<file path="src/rtl/dc_launch_scheduler_if.sv">
// dc_launch_scheduler_if: launch command, frame-load strobe and shared-engine handshake bundle.
interface dc_launch_scheduler_if;
   logic [3:0][31:0] i_launch_cmd;
   logic             i_launch_valid;
   logic             i_frame_valid;
   logic [4:0]       i_channel_sel;
   logic             i_engine_busy;
   logic             i_engine_done;
   logic             o_start;
   logic [4:0]       o_start_ch;
   modport master (
      output i_launch_cmd, i_launch_valid, i_frame_valid, i_channel_sel, i_engine_busy, i_engine_done,
      input  o_start, o_start_ch
   );
   modport slave (
      input  i_launch_cmd, i_launch_valid, i_frame_valid, i_channel_sel, i_engine_busy, i_engine_done,
      output o_start, o_start_ch
   );
endinterface

</file>
<file path="src/rtl/dc_launch_scheduler.sv">
// dc_launch_scheduler: issues engine starts in ascending channel order with gap, repeat, load gating and abort.
// Define DC_SCHED_TIMEOUT_EN to add the engine-done watchdog behind o_err_timeout.
module dc_launch_scheduler #(
   parameter int DAC_CHANNEL    = 24,
   parameter int GAP_W          = 16,
   parameter int TIMEOUT_CYCLES = 65535
) (
   input  logic                   i_clk,
   input  logic                   i_rst,
   dc_launch_scheduler_if.slave   bus,
   output logic [DAC_CHANNEL-1:0] o_loaded,
   output logic                   o_busy,
   output logic                   o_done,
   output logic                   o_cmd_drop,
   output logic                   o_err_timeout
);
   typedef enum logic [1:0] {IDLE, SELECT, WAIT_DONE, GAP} state_t;
   state_t                 state_q;
   logic [DAC_CHANNEL-1:0] mask_q, pend_q, mask_in, cand, low_oh, frame_oh, clr_oh;
   logic [15:0]            rep_q, pass_q, rep_in;
   logic [GAP_W-1:0]       gap_q, gcnt_q;
   logic [4:0]             low, ch_q;
   logic                   req_q, abort_q, start_q, done_q, drop_q, busy_q;
   logic                   launch, abort_cmd, done_in, tmo, got_done, last_pass, fire, unused_cmd;

   assign mask_in    = bus.i_launch_cmd[0][DAC_CHANNEL-1:0];
   assign rep_in     = bus.i_launch_cmd[1][15:0] == 16'd0 ? 16'd1 : bus.i_launch_cmd[1][15:0];
   assign launch     = bus.i_launch_valid && !bus.i_launch_cmd[3][0];
   assign abort_cmd  = bus.i_launch_valid && bus.i_launch_cmd[3][0];
   assign cand       = pend_q & (req_q ? o_loaded : '1);
   assign low_oh     = DAC_CHANNEL'(1) << low;
   assign last_pass  = {1'b0, pass_q} + 17'd1 >= {1'b0, rep_q};
   assign fire       = state_q == SELECT && !abort_q && !abort_cmd && |cand && !bus.i_engine_busy;
   // a done coinciding with our own start pulse belongs to an earlier job
   assign done_in    = bus.i_engine_done && !start_q;
   assign got_done   = state_q == WAIT_DONE && (done_in || tmo);
   assign frame_oh   = bus.i_frame_valid ? DAC_CHANNEL'(1) << bus.i_channel_sel : '0;
   assign clr_oh     = fire && last_pass ? low_oh : '0;
   assign unused_cmd = ^{bus.i_launch_cmd, TIMEOUT_CYCLES[0]};

   always_comb begin
      low = '0;
      for (int i = DAC_CHANNEL - 1; i >= 0; i--) low = cand[i] ? 5'(i) : low;
   end

   always_ff @(posedge i_clk) begin
      if (i_rst) begin
         state_q  <= IDLE;
         mask_q   <= '0;
         pend_q   <= '0;
         rep_q    <= '0;
         pass_q   <= '0;
         gap_q    <= '0;
         gcnt_q   <= '0;
         ch_q     <= '0;
         req_q    <= 1'b0;
         abort_q  <= 1'b0;
         start_q  <= 1'b0;
         done_q   <= 1'b0;
         drop_q   <= 1'b0;
         busy_q   <= 1'b0;
         o_loaded <= '0;
      end else begin
         start_q  <= fire;
         done_q   <= 1'b0;
         drop_q   <= launch && state_q != IDLE;
         o_loaded <= (o_loaded & ~clr_oh) | frame_oh;
         if (fire) ch_q <= low;
         case (state_q)
            IDLE: if (launch) begin
               mask_q  <= mask_in;
               pend_q  <= mask_in;
               rep_q   <= rep_in;
               pass_q  <= '0;
               gap_q   <= bus.i_launch_cmd[2][GAP_W-1:0];
               req_q   <= bus.i_launch_cmd[3][1];
               state_q <= |mask_in ? SELECT : IDLE;
               busy_q  <= |mask_in;
               done_q  <= ~|mask_in;
            end
            SELECT: if (abort_q || abort_cmd) begin
               state_q <= IDLE;
               busy_q  <= 1'b0;
               abort_q <= 1'b0;
               pend_q  <= '0;
            end else if (~|cand && !last_pass) begin
               pend_q <= mask_q;
               pass_q <= pass_q + 16'd1;
            end else if (~|cand) begin
               state_q <= IDLE;
               busy_q  <= 1'b0;
               done_q  <= 1'b1;
               pend_q  <= '0;
            end else begin
               pend_q  <= fire ? cand & ~low_oh : cand;
               state_q <= fire ? WAIT_DONE : SELECT;
            end
            WAIT_DONE: if (got_done) begin
               state_q <= gap_q != '0 ? GAP : SELECT;
               gcnt_q  <= gap_q - GAP_W'(1);
            end
            GAP: begin
               state_q <= gcnt_q == '0 ? SELECT : GAP;
               gcnt_q  <= gcnt_q - GAP_W'(1);
            end
            default: state_q <= IDLE;
         endcase
         if (abort_cmd && (state_q == WAIT_DONE || state_q == GAP)) begin
            abort_q <= 1'b1;
            pend_q  <= '0;
         end
      end
   end

`ifdef DC_SCHED_TIMEOUT_EN
   localparam int TW = $clog2(TIMEOUT_CYCLES + 1);
   logic [TW-1:0] tcnt_q;
   logic          err_q;
   assign tmo = state_q == WAIT_DONE && !done_in && tcnt_q == TW'(TIMEOUT_CYCLES - 1);
   always_ff @(posedge i_clk) begin
      if (i_rst) begin
         tcnt_q <= '0;
         err_q  <= 1'b0;
      end else begin
         tcnt_q <= state_q == WAIT_DONE && !done_in && !tmo ? tcnt_q + TW'(1) : '0;
         err_q  <= state_q == IDLE && launch ? 1'b0 : err_q | tmo;
      end
   end
   assign o_err_timeout = err_q;
`else
   assign tmo           = 1'b0;
   assign o_err_timeout = 1'b0;
`endif

   assign bus.o_start    = start_q;
   assign bus.o_start_ch = ch_q;
   assign o_busy         = busy_q;
   assign o_done         = done_q;
   assign o_cmd_drop     = drop_q;
endmodule

</file>
<file path="src/flat_wrapper.sv">
// flat-port wrapper written by rule: the top's interface ports become plain ports
module dc_launch_scheduler_flat 
#(
   parameter int DAC_CHANNEL    = 24,
   parameter int GAP_W          = 16,
   parameter int TIMEOUT_CYCLES = 65535
)
  (i_clk, i_rst, o_loaded, o_busy, o_done, o_cmd_drop, o_err_timeout, bus_i_launch_cmd, bus_i_launch_valid, bus_i_frame_valid, bus_i_channel_sel, bus_i_engine_busy, bus_i_engine_done, bus_o_start, bus_o_start_ch);
  dc_launch_scheduler_if bus_i ();
  input  logic i_clk;
  input  logic i_rst;
  output logic [DAC_CHANNEL-1:0] o_loaded;
  output logic o_busy;
  output logic o_done;
  output logic o_cmd_drop;
  output logic o_err_timeout;
  input wire logic [$bits(bus_i.i_launch_cmd)-1:0] bus_i_launch_cmd;
  input wire logic [$bits(bus_i.i_launch_valid)-1:0] bus_i_launch_valid;
  input wire logic [$bits(bus_i.i_frame_valid)-1:0] bus_i_frame_valid;
  input wire logic [$bits(bus_i.i_channel_sel)-1:0] bus_i_channel_sel;
  input wire logic [$bits(bus_i.i_engine_busy)-1:0] bus_i_engine_busy;
  input wire logic [$bits(bus_i.i_engine_done)-1:0] bus_i_engine_done;
  output wire logic [$bits(bus_i.o_start)-1:0] bus_o_start;
  output wire logic [$bits(bus_i.o_start_ch)-1:0] bus_o_start_ch;
  assign bus_i.i_launch_cmd = bus_i_launch_cmd;
  assign bus_i.i_launch_valid = bus_i_launch_valid;
  assign bus_i.i_frame_valid = bus_i_frame_valid;
  assign bus_i.i_channel_sel = bus_i_channel_sel;
  assign bus_i.i_engine_busy = bus_i_engine_busy;
  assign bus_i.i_engine_done = bus_i_engine_done;
  assign bus_o_start = bus_i.o_start;
  assign bus_o_start_ch = bus_i.o_start_ch;
  dc_launch_scheduler #(.DAC_CHANNEL(DAC_CHANNEL), .GAP_W(GAP_W), .TIMEOUT_CYCLES(TIMEOUT_CYCLES)) u_core (.i_clk(i_clk), .i_rst(i_rst), .bus(bus_i), .o_loaded(o_loaded), .o_busy(o_busy), .o_done(o_done), .o_cmd_drop(o_cmd_drop), .o_err_timeout(o_err_timeout));
endmodule
</file>
<file path="config.mk">
export PLATFORM = sky130hd
export DESIGN_NAME = dc_launch_scheduler_flat
export DESIGN_NICKNAME = d
export VERILOG_FILES = /design/src/rtl/dc_launch_scheduler_if.sv /design/src/rtl/dc_launch_scheduler.sv /design/src/flat_wrapper.sv
export SDC_FILE = /design/constraint.sdc
export NUM_CORES = 1
export LEC_CHECK = 0
export BUFFER_PORTS_ARGS = -buffer_cell sky130_fd_sc_hd__buf_2
export CORE_MARGIN = 1
export CORE_UTILIZATION = 56
export CTS_CLUSTER_SIZE = 16
export DETAILED_ROUTE_END_ITERATION = 6
export PLACE_DENSITY = 0.81
export SLEW_MARGIN = 20
export SYNTH_ARGS = -nofsm -noshare
export SYNTH_HDL_FRONTEND = slang
export SYNTH_SLANG_ARGS = --single-unit
</file>
<file path="constraint.sdc">
create_clock -name i_clk -period 5.15 [get_ports i_clk]
set_input_delay 0.7725 -clock i_clk [delete_from_list [all_inputs] [get_ports i_clk]]
set_output_delay 0.7725 -clock i_clk [all_outputs]
set_load 0.005 [all_outputs]
</file>
== Word-level counts from Yosys, hierarchy flattened ==
Index checks and enable logic that the tools add are counted.

* Register bits after elaboration: 149
* Latch bits: 0
* Memory bits (writable): 0
* Memory bits (read-only): 0
* Input bits: 139
* Output and inout port bits: 34
* Word-level logic and storage cells: 141
* Memories kept: 0

* Add/subtract/negate cells: 4
* Multipliers: 0
* Divide/modulo/power cells: 0
* $lt $le $gt $ge: 1
* Eq/ne operators: 9
* Shift operators: 2
* Multiplexer cells: 63
* Bitwise operators: 6
* Reductions and logical operators: 41

{| class="wikitable"
|+ Operators with widths
! operator !! number
|-
| 24-bit 2-to-1 mux || 8
|-
| 5-bit 2-to-1 mux || 24
|-
| 16-bit 2-to-1 mux || 5
|-
| 24-bit AND || 3
|-
| 16-bit one-hot mux with 2 select lines || 2
|-
| 24-bit inverter || 2
|-
| 24-bit one-hot mux with 2 select lines || 1
|-
| 24-bit OR reduction || 2
|-
| 1-bit by 5-bit left shift with 24-bit output, first input constant || 2
|-
| 16-bit logical NOT || 2
|-
| 16-bit by 1-bit subtractor with 16-bit output, second input constant || 2
|-
| 24-bit bitwise OR || 1
|-
| 16-bit by 1-bit adder with 17-bit output, second input constant || 1
|-
| 17-bit by 16-bit >= comparator with 1-bit output || 1
|-
| 16-bit by 1-bit adder with 16-bit output, second input constant || 1
|-
| 2-bit 2-to-1 mux || 8
|-
| 16-bit nonzero test || 1
|-
| 1-bit logical AND || 12
|-
| 1-bit 2-to-1 mux || 12
|-
| 2-bit nonzero test || 5
|-
| 1-bit logical NOT || 8
|-
| 2-bit one-hot mux with 4 select lines || 1
|-
| 2-bit AND reduction || 4
|-
| 4-bit AND reduction || 2
|-
| 10 further kinds || 16
|}

== Depth between registers and ports, before layout ==
* Word-level depth: 34
* Gate-level depth with buffers: 15
* Mapped depth without buffers: 14

== Worst setup path before layout ==
No wires, ideal clock.

* Path type: reg2reg
* Start point: reg u_core.pass_q[0]
* End point: reg u_core.o_loaded[12]
* Library setup time: 0.117 ns
* Arrival: 3.596 ns
* Data required time: 5.033 ns
* Slack: 1.437 ns
* Cell stages (with the launch flop): 15
* Path buffers: 0
* Clock period less this slack: 3.713 ns
* Path through: dfxtp_1 ha_1 nand3_1 or3_1 nor2_1 nand3_1 xnor2_1 ha_1 nand3_1 nor4_1 o31a_1 o31a_1 nor2b_1 or4_1 a32o_1

* Cells in the longest elaborated chain, start to end: 7

{| class="wikitable"
|+ RTL lines
! what !! RTL line !! RTL
|-
| start, declared || dc_launch_scheduler.sv:20 || <nowiki>logic [15:0] rep_q, pass_q, rep_in;</nowiki>
|-
| start signal, assigned || dc_launch_scheduler.sv:88 || <nowiki>pass_q <= pass_q + 16'd1;</nowiki>
|-
| 16-bit by 1-bit adder with 17-bit output || dc_launch_scheduler.sv:32 || <nowiki>assign last_pass = {1'b0, pass_q} + 17'd1 >= {1'b0, rep_q};</nowiki>
|-
| 17-bit by 16-bit >= comparator with 1-bit output || dc_launch_scheduler.sv:32 ||
|-
| 1-bit logical AND || dc_launch_scheduler.sv:38 || <nowiki>assign clr_oh = fire && last_pass ? low_oh : '0;</nowiki>
|-
| 24-bit 2-to-1 mux || dc_launch_scheduler.sv:38 ||
|-
| 24-bit inverter || dc_launch_scheduler.sv:67 || <nowiki>o_loaded <= (o_loaded & ~clr_oh) | frame_oh;</nowiki>
|-
| 24-bit AND || dc_launch_scheduler.sv:67 ||
|-
| 24-bit bitwise OR || dc_launch_scheduler.sv:67 ||
|-
| end signal, assigned || dc_launch_scheduler.sv:67 ||
|-
| end, declared || dc_launch_scheduler.sv:11 || <nowiki>output logic [DAC_CHANNEL-1:0] o_loaded,</nowiki>
|}

No other way between the ends.
A chain may end at the register's enable or synchronous reset.

== Worst setup path in the final report ==
* Start point: reg u_core.pass_q[0]
* End point: reg u_core.pass_q[13]

* Cells in the longest elaborated chain, start to end: 6
* Elaborated cells between the ends (all ways): 10
* Those cells by class: add/sub (2); order compare (1); eq/ne (1); mux (3); reduce/logical (3)

{| class="wikitable"
|+ RTL lines
! what !! RTL line !! RTL
|-
| 16-bit by 1-bit adder with 17-bit output || dc_launch_scheduler.sv:32 ||
|-
| 17-bit by 16-bit >= comparator with 1-bit output || dc_launch_scheduler.sv:32 ||
|-
| 1-bit logical NOT || dc_launch_scheduler.sv:86 || <nowiki>end else if (~|cand && !last_pass) begin</nowiki>
|-
| 1-bit logical AND || dc_launch_scheduler.sv:86 ||
|-
| 2-bit != test (no line) || - ||
|-
| 4-bit AND reduction (no line) || - ||
|}

Several ways; a longest one is shown, not always the timed one. The select of a mux whose other input is x is not followed.

==> metrics <==
total die area=0.01539 sq mm; data required time of the worst path=5490 ps; reported max-cap violation count=0; Resized Gates After CTS=0; global-route wire length before repair=38,610 um; Seq pwr share=0.386; number of max-slew violations in the final report=0; post-route setup TNS=0 ps; number of flops mapped to enable cells by yosys=0; most area-hungry cell type in the Yosys netlist=dfxtp_1; type of the most critical hold path=reg -> reg; count of buffers added by post-CTS timing repair for setup=0; per-cell routed wire length=18.13 um; most common cell in the synthesized netlist=nand2_1; total of hold buffers inserted after clock tree synthesis=0; result of the run=complete, no violations; DP Worst Slack=573.1 ps; Slew Limit Headroom=0.3243; root buffer cell=clkbuf_16; via count of the first global-routing pass=7,799; row cnt=44; clk sink count=149; Synthesized Nets=1,232; sequential share of the synthesized area=0.3574; clock tree from TritonCTS=yes; routed wire length=24,220 um; hold path startpoint=u_core.rep_q[10]; launching point of the worst reg2reg path=u_core.pass_q[0]; P&R area growth vs syn=14.05%; RSZ-0062 raised after global routing=no; RD Place Congestion=0.9349; combinational share of power=0.214; fraction of layout instances using a drive strength above 1=0.1477; initial antenna violation count=1; latest clock arrival within the worst-skew pair=430 ps; leakage power=3.576 nW; maximum net fanout on the critical path=11; critical path start-end classification=reg -> reg; final global-route overflow total=0; total of warnings raised by yosys=0; achievable clock frequency=213.8 MHz; power density over cell area=348.3 mW/mm^2; final critical path time including I/O delays and setup=4677 ps; global-route total usage across every layer=0.3233; Max Buffers Root-to-Sink=2; Clock H-tree levels=4; number of nets in the layout=1,297; post-route worst hold slack=453.3 ps; switching component of the power=1.021 mW; Critical Path Source=u_core.pass_q[0]; area of the core region=0.01453 sq mm; flops & latches, synth=149; Pwr Total=3.315 mW; Main synth FF type=dfxtp_1; pin count of the biggest net entering global routing=64; Detailed Routing Iterations Pass 1=5; Clock Pin Slew Worst Setup and Hold Paths=60 ps; Detail Route Antenna Nets=0; HPWL Detailed=16,670 um; share of flip-flops with an asynchronous set or reset after synthesis=0; net switching share of the total power=0.3080; CP Launch Type=register; count of buffers inserted at the top-level ports=101; share of the clock period used by the worst path after layout=0.9081; commonest cells in the synthesized netlist=nand2_1 (194), dfxtp_1 (149), a21oi_1 (124); largest cells by area after synthesis=dfxtp_1 (36%), nand2_1 (8.7%), a21oi_1 (7.4%); vias=8,626; Post-Synthesis Cells=1,075; number of buffers added by the clock tree synthesis step=17; worst clock skew=15.20 ps; Iteration-0 DRC Markers=935; DRC violations left=0; Initial Utilization=0.5742; Worst VDD drop=0.2540 mV; Netlist Area Pre-Place=0.008346 sq mm; arrival time of data at the critical path endpoint=5010 ps; Internal Pwr Total=2.294 mW; Synth top area share=0.3574; Top-Level Pins=173; count of final hold-check violations=0; clock network fraction of total power=0.400; PnR worst setup slack=473.2 ps; count of filler cells inserted in the layout=1,312; mean post-synth cell area=7.763 sq um; Setup Viol. Count Final=0; transition at the pin with the smallest max-transition slack=1013 ps; critical path capture point type=register; horizontal die dimension=124.1 um; Netlist cell types=78; height of the die=124.1 um; via/cell ratio=6.457
## critical path: stages, from the launching register on
cell	delay (ps)
dfxtp_1	390
ha_1	260
nand3_1	250
or3_1	500
nor2_1	230
nand3_1	130
xnor2_1	180
ha_1	310
nand3_1	140
nor4_1	440
o31a_1	240
o31a_1	370
nand3b_1	330
nand3_1	460
a31oi_1	350
## sequential cells by signal, summed over array words and instances (netlist names), 2 cells and up
signal	cells
u_core.mask_q	24
u_core.o_loaded	24
u_core.pend_q	24
u_core.gap_q	16
u_core.gcnt_q	16
u_core.pass_q	16
u_core.rep_q	16
u_core.bus.o_start_ch	5
u_core.state_q	2
## power by group through the flow
stage	clock, mW	sequential (mW)	combinational, mW
after detailed placement	0	1.30	0.679
after global routing	1.38	1.29	0.771
after floorplan	0	1.28	0.504
after global placement	0	1.30	0.666
after CTS	1.33	1.28	0.684
final	1.32	1.28	0.710
## per-layer routing
layer | wire length (um) | GRT usage | vias up
li1 | - | - | 4095
met1 | 10450 | 0.4199 | 4092
met2 | 11210 | 0.5180 | 383
met3 | 1850 | 0.06181 | 56
met4 | 708 | 0.1458 | 0
met5 | 0 | 0 | -
## logic make-up (layout without fill, tap and decap cells)
kind of cell | after synthesis | after routing | synth area share
flip-flops | 149 | 149 | 0.3574
multiplexers | 16 | 16 | 0.01964
other | 1 | 2 | 0.0004493
XOR/XNOR | 17 | 17 | 0.01784
buffers and inverters | 92 | 168 | 0.04663
AO/OA/AOI/OAI | 349 | 349 | 0.2789
AND/OR/NAND/NOR | 433 | 433 | 0.2522
adder cells (fa/ha/maj) | 18 | 18 | 0.02699
## through the flow
| step | utilization | cells | cell area, sq um |
|---|---|---|---|
| after detailed placement | 0.6111 | 1304 | 8882 |
| after CTS | 0.6540 | 1334 | 9505 |
| after global placement | 0.6111 | 1304 | 8882 |
| final | 0.6549 | 1336 | 9518 |
| after floorplan | - | 1075 | 8346 |
| after global routing | 0.6547 | 1335 | 9515 |
## cells in the final DEF (no fill, tap or decap), types with 8 or more instances in the layout
cell type / instances
a221o_1: 8
a32o_1: 12
o211ai_1: 11
nand3_1: 39
buf_4: 10
o21ai_0: 42
nand4_1: 19
nor4_1: 18
clkbuf_16: 17
a211oi_1: 10
o21a_1: 9
a221oi_1: 8
o21bai_1: 8
a21oi_1: 123
nand2b_1: 10
xnor2_1: 8
nor3_1: 17
a31oi_1: 25
a22oi_1: 22
inv_1: 24
and2_1: 10
nor2b_1: 11
nand2_1: 194
mux2i_1: 13
buf_2: 101
and3_1: 11
ha_1: 18
dfxtp_1: 149
a41oi_1: 12
nor2_1: 61
xor2_1: 9
## final cells by class
| cell class | instances | area [sq um] | area share |
|---|---|---|---|
| clock inverter | 8 | 148.9 | 0.01564 |
| inverter | 26 | 97.59 | 0.01025 |
| sequential | 149 | 2983 | 0.3134 |
| timing repair buffer | 112 | 588.1 | 0.06179 |
| clock buffer | 22 | 474.2 | 0.04982 |
| antenna | 1 | 2.502 | 0.0002629 |
| tap | 184 | 230.2 | 0.02419 |
| multi-input combinational | 834 | 4994 | 0.5246 |
## final timing paths
path,cells past startpoint,slack (ps),endpoint
max reg2reg,14,470,u_core.pass_q[13]
max,14,470,u_core.pass_q[13]
min,2,450,u_core.rep_q[10]
min reg2reg,2,450,u_core.rep_q[10]
No activity file was read; power rests on OpenSTA's default activity.
